`src/rtl/init_fill_if.sv`:
```
// init_fill_if: controller/write-port bundle for the init_fill memory initialiser.
interface init_fill_if #(
   parameter int ADDR_W = 8,
   parameter int DATA_W = 8
);
   logic              en;
   logic [1:0]        mode;
   logic [ADDR_W-1:0] start_addr;
   logic [ADDR_W:0]   len;
   logic [DATA_W-1:0] fill_val;
   logic              stall;
   logic              abort;
   logic              rdy;
   logic [ADDR_W-1:0] addr;
   logic [DATA_W-1:0] wrdata;
   logic              wren;
   logic              done;
   modport master (output en, mode, start_addr, len, fill_val, stall, abort,
                   input  rdy, addr, wrdata, wren, done);
   modport slave  (input  en, mode, start_addr, len, fill_val, stall, abort,
                   output rdy, addr, wrdata, wren, done);
endinterface

```
`src/rtl/init_fill.sv`:
```
// init_fill: writes a programmable, wrapping run of generated words into a single-port RAM,
// one beat per cycle with stall back-pressure and abort.
module init_fill #(
   parameter int ADDR_W = 8,
   parameter int DATA_W = 8,
   parameter int DEPTH  = 256
) (
   input logic       clk,
   input logic       rst,
   init_fill_if.slave bus
);
   typedef enum logic {IDLE, WRITE} state_e;
   localparam logic [ADDR_W-1:0] LAST    = ADDR_W'(DEPTH - 1);
   localparam logic [ADDR_W:0]   DEPTH_L = (ADDR_W + 1)'(DEPTH);
   state_e            state_q;
   logic [1:0]        mode_q;
   logic [DATA_W-1:0] fill_q;
   logic [ADDR_W:0]   rem_q;
   logic [ADDR_W-1:0] addr_q;
   logic [DATA_W-1:0] wrdata_q;
   logic              wren_q;
   logic              rdy_q;
   logic              done_q;
   logic [ADDR_W-1:0] a0_d;
   logic [ADDR_W:0]   len_d;
   logic [ADDR_W-1:0] next_d;
   function automatic logic [DATA_W-1:0] gen(input logic [1:0] m, input logic [DATA_W-1:0] v,
                                             input logic [ADDR_W-1:0] a);
      logic [DATA_W-1:0] ax;
      logic [DATA_W-1:0] rv;
      ax = DATA_W'(a);
      rv = DATA_W'(LAST - a);
      return m == 2'd0 ? ax : m == 2'd1 ? v : m == 2'd2 ? rv : ax ^ v;
   endfunction
   assign a0_d   = (ADDR_W + 1)'(bus.start_addr) < DEPTH_L ? bus.start_addr : '0;
   assign len_d  = (bus.len == '0 || bus.len > DEPTH_L) ? DEPTH_L : bus.len;
   assign next_d = addr_q == LAST ? '0 : addr_q + ADDR_W'(1);
   always_ff @(posedge clk or posedge rst) begin
      if (rst) begin
         state_q  <= IDLE;
         mode_q   <= '0;
         fill_q   <= '0;
         rem_q    <= '0;
         addr_q   <= '0;
         wrdata_q <= '0;
         wren_q   <= 1'b0;
         rdy_q    <= 1'b1;
         done_q   <= 1'b0;
      end else begin
         case (state_q)
            IDLE: begin
               done_q <= 1'b0;
               if (bus.en) begin
                  mode_q   <= bus.mode;
                  fill_q   <= bus.fill_val;
                  rem_q    <= len_d;
                  addr_q   <= a0_d;
                  wrdata_q <= gen(bus.mode, bus.fill_val, a0_d);
                  wren_q   <= 1'b1;
                  rdy_q    <= 1'b0;
                  state_q  <= WRITE;
               end
            end
            WRITE: begin
               // abort wins over both stall and completion
               if (bus.abort) begin
                  wren_q  <= 1'b0;
                  rdy_q   <= 1'b1;
                  state_q <= IDLE;
               end else if (!bus.stall) begin
                  if (rem_q == (ADDR_W + 1)'(1)) begin
                     wren_q  <= 1'b0;
                     done_q  <= 1'b1;
                     rdy_q   <= 1'b1;
                     state_q <= IDLE;
                  end else begin
                     addr_q   <= next_d;
                     wrdata_q <= gen(mode_q, fill_q, next_d);
                     rem_q    <= rem_q - (ADDR_W + 1)'(1);
                  end
               end
            end
            default: state_q <= IDLE;
         endcase
      end
   end
   assign bus.rdy    = rdy_q;
   assign bus.addr   = addr_q;
   assign bus.wrdata = wrdata_q;
   assign bus.wren   = wren_q;
   assign bus.done   = done_q;
endmodule
```
`src/flat_wrapper.sv`:
```
// flat-port wrapper written by rule: the top's interface ports become plain ports
module init_fill_flat 
#(
   parameter int ADDR_W = 8,
   parameter int DATA_W = 8,
   parameter int DEPTH  = 256
)
  (clk, rst, bus_en, bus_mode, bus_start_addr, bus_len, bus_fill_val, bus_stall, bus_abort, bus_rdy, bus_addr, bus_wrdata, bus_wren, bus_done);
  init_fill_if #(.ADDR_W(ADDR_W), .DATA_W(DATA_W)) bus_i ();
  input logic clk;
  input logic rst;
  input wire logic [$bits(bus_i.en)-1:0] bus_en;
  input wire logic [$bits(bus_i.mode)-1:0] bus_mode;
  input wire logic [$bits(bus_i.start_addr)-1:0] bus_start_addr;
  input wire logic [$bits(bus_i.len)-1:0] bus_len;
  input wire logic [$bits(bus_i.fill_val)-1:0] bus_fill_val;
  input wire logic [$bits(bus_i.stall)-1:0] bus_stall;
  input wire logic [$bits(bus_i.abort)-1:0] bus_abort;
  output wire logic [$bits(bus_i.rdy)-1:0] bus_rdy;
  output wire logic [$bits(bus_i.addr)-1:0] bus_addr;
  output wire logic [$bits(bus_i.wrdata)-1:0] bus_wrdata;
  output wire logic [$bits(bus_i.wren)-1:0] bus_wren;
  output wire logic [$bits(bus_i.done)-1:0] bus_done;
  assign bus_i.en = bus_en;
  assign bus_i.mode = bus_mode;
  assign bus_i.start_addr = bus_start_addr;
  assign bus_i.len = bus_len;
  assign bus_i.fill_val = bus_fill_val;
  assign bus_i.stall = bus_stall;
  assign bus_i.abort = bus_abort;
  assign bus_rdy = bus_i.rdy;
  assign bus_addr = bus_i.addr;
  assign bus_wrdata = bus_i.wrdata;
  assign bus_wren = bus_i.wren;
  assign bus_done = bus_i.done;
  init_fill #(.ADDR_W(ADDR_W), .DATA_W(DATA_W), .DEPTH(DEPTH)) u_core (.clk(clk), .rst(rst), .bus(bus_i));
endmodule
```
`config.mk`:
```
export PLATFORM = sky130hd
export DESIGN_NAME = init_fill_flat
export DESIGN_NICKNAME = d
export VERILOG_FILES = /design/src/rtl/init_fill_if.sv /design/src/rtl/init_fill.sv /design/src/flat_wrapper.sv
export SDC_FILE = /design/constraint.sdc
export NUM_CORES = 1
export LEC_CHECK = 0
export CORE_MARGIN = 1.5
export CORE_UTILIZATION = 32
export CTS_CLUSTER_SIZE = 40
export DETAILED_ROUTE_END_ITERATION = 7
export GPL_TIMING_DRIVEN = 0
export HOLD_SLACK_MARGIN = 0.15
export PLACE_DENSITY = 0.54
export REMOVE_ABC_BUFFERS = 1
export SLEW_MARGIN = 30
export SYNTH_ARGS = -nofsm -noshare
export SYNTH_HDL_FRONTEND = slang
export SYNTH_SLANG_ARGS = --single-unit
```
`constraint.sdc`:
```
create_clock -name clk -period 5.4 [get_ports clk]
set_input_delay 1.08 -clock clk [delete_from_list [all_inputs] [get_ports clk]]
set_output_delay 1.08 -clock clk [all_outputs]
set_load 0.02 [all_outputs]
```
==> key figures, run 1 <==
Placed design
  – Placed Cells: between 400 and 500
  – Dpl cell area: approximately 3200 um^2
  – Placer Congestion: a little over 0.8
  – Post-DP HPWL: ~4900 um
  – Buffers on Ports: 50

STA
  – Setup TNS: 0 ns
  – Worst-margin pin slew: slightly above 0.9 ns
  – Final Hold Viols: 0
  – Slew HR: around 38%
  – RSZ-0062 raised after global routing: no
  – Crit path time final: roughly 3.3 ns
  – Slew Viols, Final: 0
  – Hold slack: about 0.47 ns
  – Clk_skew: roughly 0.0057 ns
  – Period utilization: 60.7%
  – Max Clock Freq: roughly 0.30 GHz
  – Setup Viol. Count Final: 0

Final layout
  – Layout Nets: 402
  – Post-Layout Inst Area: 3300 um^2
  – Layout area overhead: 26.1%
  – Finished Layout Cells: ~470
  – Layout cells sized above 1: around 6.3%
  – N_diodes: 0

Route
  – Routed len/inst: ~16 um
  – WL final: 7530 um
  – Via-per-instance ratio: between 5 and 6
  – Pre-antenna DRT Iters: 4
  – Detailed Route Iter0 Violations: about 150
  – Post-DRT Antenna Nets: 0
  – Vias: ~2,600
  – DRC errors left: 0

Global routing
  – First-pass GRT wire length: roughly 12,000 um
  – Vias in the first global route: between 2,000 and 2,500
  – Total gr overflow: 0
  – Largest net degree at the start of global routing: 35
  – Antenna violations before repair: 0
  – Overall Global Routing Usage: around 18%

Yosys
  – Top cell type's share of synthesized area: between 30% and 40%
  – Post-synth EDFFs: 0
  – Syn Inst Count: roughly 330
  – Most common cell in the netlist: nand2_1
  – Synthesized area: around 2600 um^2
  – FFs w/ async S/R, synth: 100%
  – Main area contributors after synthesis: dfrtp_1 (36%), nand2_1 (7.5%), o21ai_0 (5.0%)
  – Register bit count reported by yosys: 39
  – Area leader, netlist: dfrtp_1
  – Commonest cells in the netlist: nand2_1 (52), dfrtp_1 (38), nor2_1 (29)
  – YS warnings: 0
  – Main synth FF type: dfrtp_1
  – Seq/Total Area, Yosys: between 30% and 40%
  – Netlist cell types: 55
  – Post-Syn Area per Cell: roughly 8.0 um^2

Critical path
  – Crit Reg-Reg Startpoint: u_core.state_q
  – RR Endpoint: u_core.rem_q[6]
  – Worst r2r path cells: 5
  – Worst setup EP type: flop
  – Crit path launch type: primary input
  – Crit path max fanout: 26
  – Setup CP Type: in2reg
  – Worst Path Required: between 5 and 6 ns
  – Flop-to-flop setup slack: around 2.6 ns
  – Crit path DAT: 3.46 ns

Clocking
  – CTS Sinks: 39
  – Post-CTS Setup Inserts: 0
  – H-tree levels: 2
  – Clock insertion delay at the later pin of the skew report: approximately 0.29 ns
  – CTS resizes: 0
  – Reg clk slew, reported paths: ~0.08 ns
  – CTS Buffer Depth: 2
  – Clk root buf: clkbuf_8
  – Quantity of hold-fixing buffers added after cts: 0
  – CTS tree: yes
  – TritonCTS buffer count: 5

Floorplanning
  – Core box area: between 7000 and 8000 um^2
  – Die width: 93.4 um
  – Chip Height: 93.4 um
  – Die ar.: a little under 9000 um^2
  – Row Count: 32
  – Starting Density: between 30% and 40%
  – # IOs: slightly above 50

Run
  – Max Cap Viol: 0

Power and ir drop
  – Total Power: 1.35 mW
  – Power Density: between 400 and 500 nW/um^2
  – Maximum VDD drop: 173 uV
  – P_leak: 1.35 nW

Min path
  – Hold EP: u_core.bus.rdy
  – Hold depth: 2
  – Worst hold path class: reg2reg
  – Worst Min Path Start: u_core.bus.rdy

Run status
  – Outcome: finished clean
layout make-up:
cell class | instances | area [um^2]
timing repair buffer | 52 | 539
clock inverter | 1 | 30.0
clock buffer | 7 | 76.3
tap | 102 | 128
sequential | 39 | 978
fill | 820 | 4510
multi-input combinational | 258 | 1510
inverter | 10 | 37.5
layer usage:
layer	GRT usage (%)	vias to the layer above	wire length, um
li1	-	1251	-
met1	24.4	1238	3590
met4	5.56	0	51
met2	29.2	69	3500
met3	3.41	4	391
met5	0	-	0
cell usage in the layout, fill, tap and decap left out, types with 3 or more instances in the layout:
cell             Yosys  final
nor4_1               6      6
nor2b_1              5      4
a21oi_1             20     20
mux2i_1              9      9
clkdlybuf4s50_1      0     50
nand3_1             14     14
inv_1                9      8
or2_2                6      6
nor3_1               6      6
and2_1               3      3
xor2_1               3      3
a31oi_1              7      7
o2111ai_1            3      3
a21o_1               3      3
nand2b_1            16     15
nand2_1             52     52
nor2_1              29     29
ha_1                 4      4
o21ai_0             26     26
and3_1               6      6
dfrtp_1             38     37
clkbuf_8             0      5
logic make-up (layout without fill, tap and decap cells):
| kind of cell | after synthesis | after routing | share of synthesized area, % |
|---|---|---|---|
| XOR/XNOR | 4 | 4 | 1.34 |
| multiplexers | 10 | 10 | 3.88 |
| AND/OR/NAND/NOR | 149 | 149 | 27.7 |
| AO/OA/AOI/OAI | 91 | 91 | 22.7 |
| flip-flops | 39 | 39 | 37.4 |
| buffers and inverters | 31 | 70 | 5.12 |
| adder cells (fa/ha/maj) | 4 | 4 | 1.92 |
stage by stage:
step | utilization [%] | setup slack, ns
global route | 42.2 | 2.02
floorplan | - | 2.68
finish | 42.2 | 2.12
global placement | 40.3 | 1.78
CTS | 42.2 | 2.08
detailed placement | 40.8 | 1.77
worst max path at each step:
stage | start | endpoint | slack, ns | cells after the start
after floorplan | bus_abort | u_core.rem_q[6] | 2.68 | 5
after global placement | bus_abort | u_core.rem_q[6] | 1.78 | 6
after detailed placement | bus_en | u_core.rem_q[6] | 1.77 | 5
after CTS | bus_en | u_core.rem_q[6] | 2.08 | 5
after global routing | bus_abort | u_core.rem_q[6] | 2.02 | 6
final | bus_abort | u_core.rem_q[6] | 2.12 | 6
power by group:
| part | switching [mW] | total (mW) | internal [mW] | leakage, nW |
|---|---|---|---|---|
| clock network | 0.107 | 0.246 | 0.138 | 0.0524 |
| logic | 0.304 | 0.578 | 0.274 | 0.822 |
| registers | 0.140 | 0.526 | 0.386 | 0.471 |
| total | 0.551 | 1.35 | 0.799 | 1.35 |
flip-flops by register name, indices dropped and copies added (netlist names):
name / cells
u_core.bus.wren: 1
u_core.bus.done: 1
u_core.fill_q: 8
u_core.rem_q: 9
u_core.mode_q: 2
u_core.bus.addr: 8
u_core.bus.rdy: 1
u_core.bus.wrdata: 8
u_core.state_q: 1
critical path, stage by stage:
cell and delay, ns:
clkdlybuf4s50_1 0.45, nand2b_1 0.18, a311o_1 0.55, and2_1 0.54
a32o_1 0.35, a311o_1 0.31
Power figures use the tool's default switching activity.
==> inputs of run 2 (changes only) <==
--- a/config.mk
+++ b/config.mk
@@ -11,7 +11,7 @@
 export DETAILED_ROUTE_END_ITERATION = 7
 export GPL_TIMING_DRIVEN = 0
 export HOLD_SLACK_MARGIN = 0.15
-export PLACE_DENSITY = 0.54
+export PLACE_DENSITY = 0.56
 export REMOVE_ABC_BUFFERS = 1
 export SLEW_MARGIN = 30
 export SYNTH_ARGS = -nofsm -noshare
==> constraint.sdc (replaced) <==
create_clock -name clk -period 2.8 [get_ports clk]
set_input_delay 0.56 -clock clk [delete_from_list [all_inputs] [get_ports clk]]
set_output_delay 0.56 -clock clk [all_outputs]
set_load 0.02 [all_outputs]
==> run 2 against run 1 <==
- count of clock-buffer cells in the layout is the same
- die area did not move
- global-route usage fell by 0.88 points
- first-iteration DRC count is 23% lower
- power rose by 85%
- via count decreased by 1.4%
- utilization fell by 0.27 points
- sequential power is 92% higher
- largest cell class unchanged
- hold slack got worse by 0.0078 ns
- combinational power rose by 92%
- non-clock buffer count did not move
==> key figures, run 2 (same netlist as run 1, synthesis figures left out) <==
Power and ir drop
  – Int Power: 1.45 mW (+82%)
  – Flop pwr share: 40.5% (+1.5 points)
  – Total Power: 2.50 mW (+85%)
  – Maximum VDD drop: 347 uV (+100%)
  – Net Sw Power: 1.05 mW (+91%)
  – Gate power share: 44.5% (+1.7 points)
  – Power Density: 764 nW/um^2 (+87%)
  – Clk pwr share: 15.0% (-3.2 points)
  – P_leak: 1.34 nW (-0.72%)
  – Switching Share: 42.0% (+1.2 points)

Run status
  – Outcome: finished clean

Route
  – Detailed Route Iter0 Violations: 114 (-23%)
  – Routed len/inst: 15.5 um (-3.5%)
  – Pre-antenna DRT Iters: 4 (unchanged)
  – Via-per-instance ratio: 5.39 (-1.4%)
  – WL final: 7270 um (-3.5%)
  – Vias: 2,527 (-1.4%)
  – DRC errors left: 0 (unchanged)
  – Post-DRT Antenna Nets: 0 (unchanged)

STA
  – RSZ-0062 raised after global routing: no
  – Crit path time final: 2.56 ns
  – Worst-margin pin slew: 0.698 ns (-0.236 ns)
  – Slew Viols, Final: 0 (unchanged)
  – Hold slack: 0.459 ns (-0.00780 ns)
  – Setup Viol. Count Final: 0 (unchanged)
  – Slew HR: 53.3% (+16 points)
  – Final worst slack: 0.238 ns (-1.88 ns)
  – Max Clock Freq: around 0.4 GHz
  – Final Hold Viols: 0 (unchanged)
  – Period utilization: about nine tenths
  – Clk_skew: 0.00563 ns (-0.0000771 ns)

Final layout
  – Layout Nets: 402 (unchanged)
  – Commonest non-fill, non-tap cells in the layout: nand2_1 (52), clkdlybuf4s50_1 (50), dfrtp_1 (37)
  – Area of the multi-input gates: 1510 um^2 (about the same)
  – Layout area overhead: 25.3%
  – N_diodes: 0 (unchanged)
  – Post-Layout Inst Area: 3270 um^2 (-0.65%)
  – Final core utilization: 41.9% (-0.27 points)
  – Most common cell after layout, fill and taps aside: nand2_1
  – Layout cells sized above 1: 6.54% (+0.27 points)
  – Max reg flops: 9 (unchanged)
  – Fill cells: 826 (+0.73%)
  – Most flops, register: u_core.rem_q
  – Seq. cell area: 981 um^2 (+0.26%)

Global routing
  – Total gr overflow: 0 (unchanged)
  – Overall Global Routing Usage: 17.2% (-0.88 points)
  – Vias in the first global route: 2,370 (-3.2%)
  – Antenna violations before repair: 0 (unchanged)
  – First-pass GRT wire length: 11,800 um (-4.3%)
  – Largest net degree at the start of global routing: 35 (unchanged)

Critical path
  – Setup CP Type: in2reg
  – CP Cell Sequence: clkdlybuf4s50_1, nand2b_1, a311o_1, and2_2, a32o_1, a311o_1
  – Worst Path Buf+Inv: 1 (unchanged)
  – Crit path largest cell delay: 0.54 ns (about the same)
  – CP top delay family: compound AO/OA/AOI/OAI gates
  – Worst Path Required: 2.98 ns (-2.60 ns)
  – Worst setup EP type: flop
  – Crit path launch type: primary input
  – Crit path max fanout: 26 (unchanged)
  – Slowest CP cell: a311o_1
  – Crit path DAT: 2.74 ns (-0.72 ns)
  – CP dominant cell by count: a311o_1

Clocking
  – CTS tree: yes
  – CTS Sinks: 39 (unchanged)
  – Clock insertion delay at the later pin of the skew report: 0.29 ns (about the same)
  – Reg clk slew, reported paths: 0.07 ns (about the same)
  – Clk root buf: clkbuf_8
  – H-tree levels: 2 (unchanged)
  – CTS Buffer Depth: 2 (unchanged)
  – TritonCTS buffer count: 5 (unchanged)

Floorplanning
  – Starting Density: 33.5% (unchanged)
  – Core box area: 7810 um^2 (unchanged)
  – Chip Height: 93.4 um (unchanged)
  – Die width: 93.4 um (unchanged)
  – Row Count: 32 (unchanged)
  – # IOs: 51 (unchanged)
  – Die ar.: 8720 um^2 (unchanged)

Placed design
  – Post-DP HPWL: 4910 um (-0.51%)
  – Buffers on Ports: 50 (unchanged)
  – Placer Congestion: 0.827 (-0.45%)
  – Pre-CTS setup slack: -0.287 ns (-2.06 ns)
  – Dpl cell area: 3190 um^2 (unchanged)

Min path
  – Worst hold path class: reg2reg

Run
  – Max Cap Viol: 0 (unchanged)
## run 2: cell types whose count changed in the layout (fill, tap and decap cells not counted)
cell       previous run  this run
and2_1                3         2
dfrtp_2               1         0
bufinv_16             1         0
clkinv_2              0         1
and2_2                0         1
dfrtp_4               0         1
## run 2: power groups by stage
stage | logic, mW | clock network, mW | registers, mW
floorplan | 0.601 | 0 | 1.07
global placement | 1.09 | 0 | 1.02
detailed placement | 1.11 | 0 | 1.02
CTS | 1.12 | 0.385 | 1.01
global route | 1.23 | 0.409 | 1.05
finish | 1.11 | 0.376 | 1.01
## run 2: worst paths after layout
check                               start          endpoint  slack [ns]  depth (start not counted)
max                             bus_abort   u_core.rem_q[6]        0.24                          6
min                        u_core.bus.rdy    u_core.bus.rdy        0.46                          2
min in group asynchronous             rst  u_core.fill_q[3]        0.61                          2
max in group asynchronous             rst  u_core.fill_q[6]        1.72                          3
min reg2reg                u_core.bus.rdy    u_core.bus.rdy        0.46                          2
max reg2reg                u_core.state_q   u_core.rem_q[6]        0.30                          5
## run 2: what timing repair did
item                       4_1_cts  5_1_grt
hold buffers                     0        0
setup endpoints to repair       18       17
resized for setup                2        1
buffers inserted                 0        0
## run 2: final cells by class
| cell class | count | share of cell area, % |
|---|---|---|
| Clock buffer | 7 | 2.33 |
| Clock inverter | 1 | 0.153 |
| Inverter | 10 | 1.15 |
| Multi-Input combinational cell | 258 | 46.0 |
| Sequential cell | 39 | 30.0 |
| Tap cell | 102 | 3.90 |
| Timing Repair Buffer | 52 | 16.5 |
## run 2: metal layers
layer | routed length [um] | vias to the layer above | global-route usage [%]
li1 | - | 1250 | -
met3 | 350 | 7 | 3.01
met5 | 0 | - | 0
met1 | 3580 | 1200 | 22.9
met2 | 3270 | 70 | 29.0
met4 | 68 | 0 | 3.79
## run 2: worst register-to-register path, cell delays in order, from the launching register on
cell and delay, ns:
dfrtp_4 0.70, nand2b_1 0.13, a311o_1 0.54, and2_2 0.44, a32o_1 0.27, a311o_1 0.31
## run 2: through the flow
stage,std cells,TNS (ns)
5_1_grt,469,0
2_1_floorplan,307,0
3_3_place_gp,459,-9.48
3_5_place_dp,461,-2.74
6_report,469,0
4_1_cts,469,0
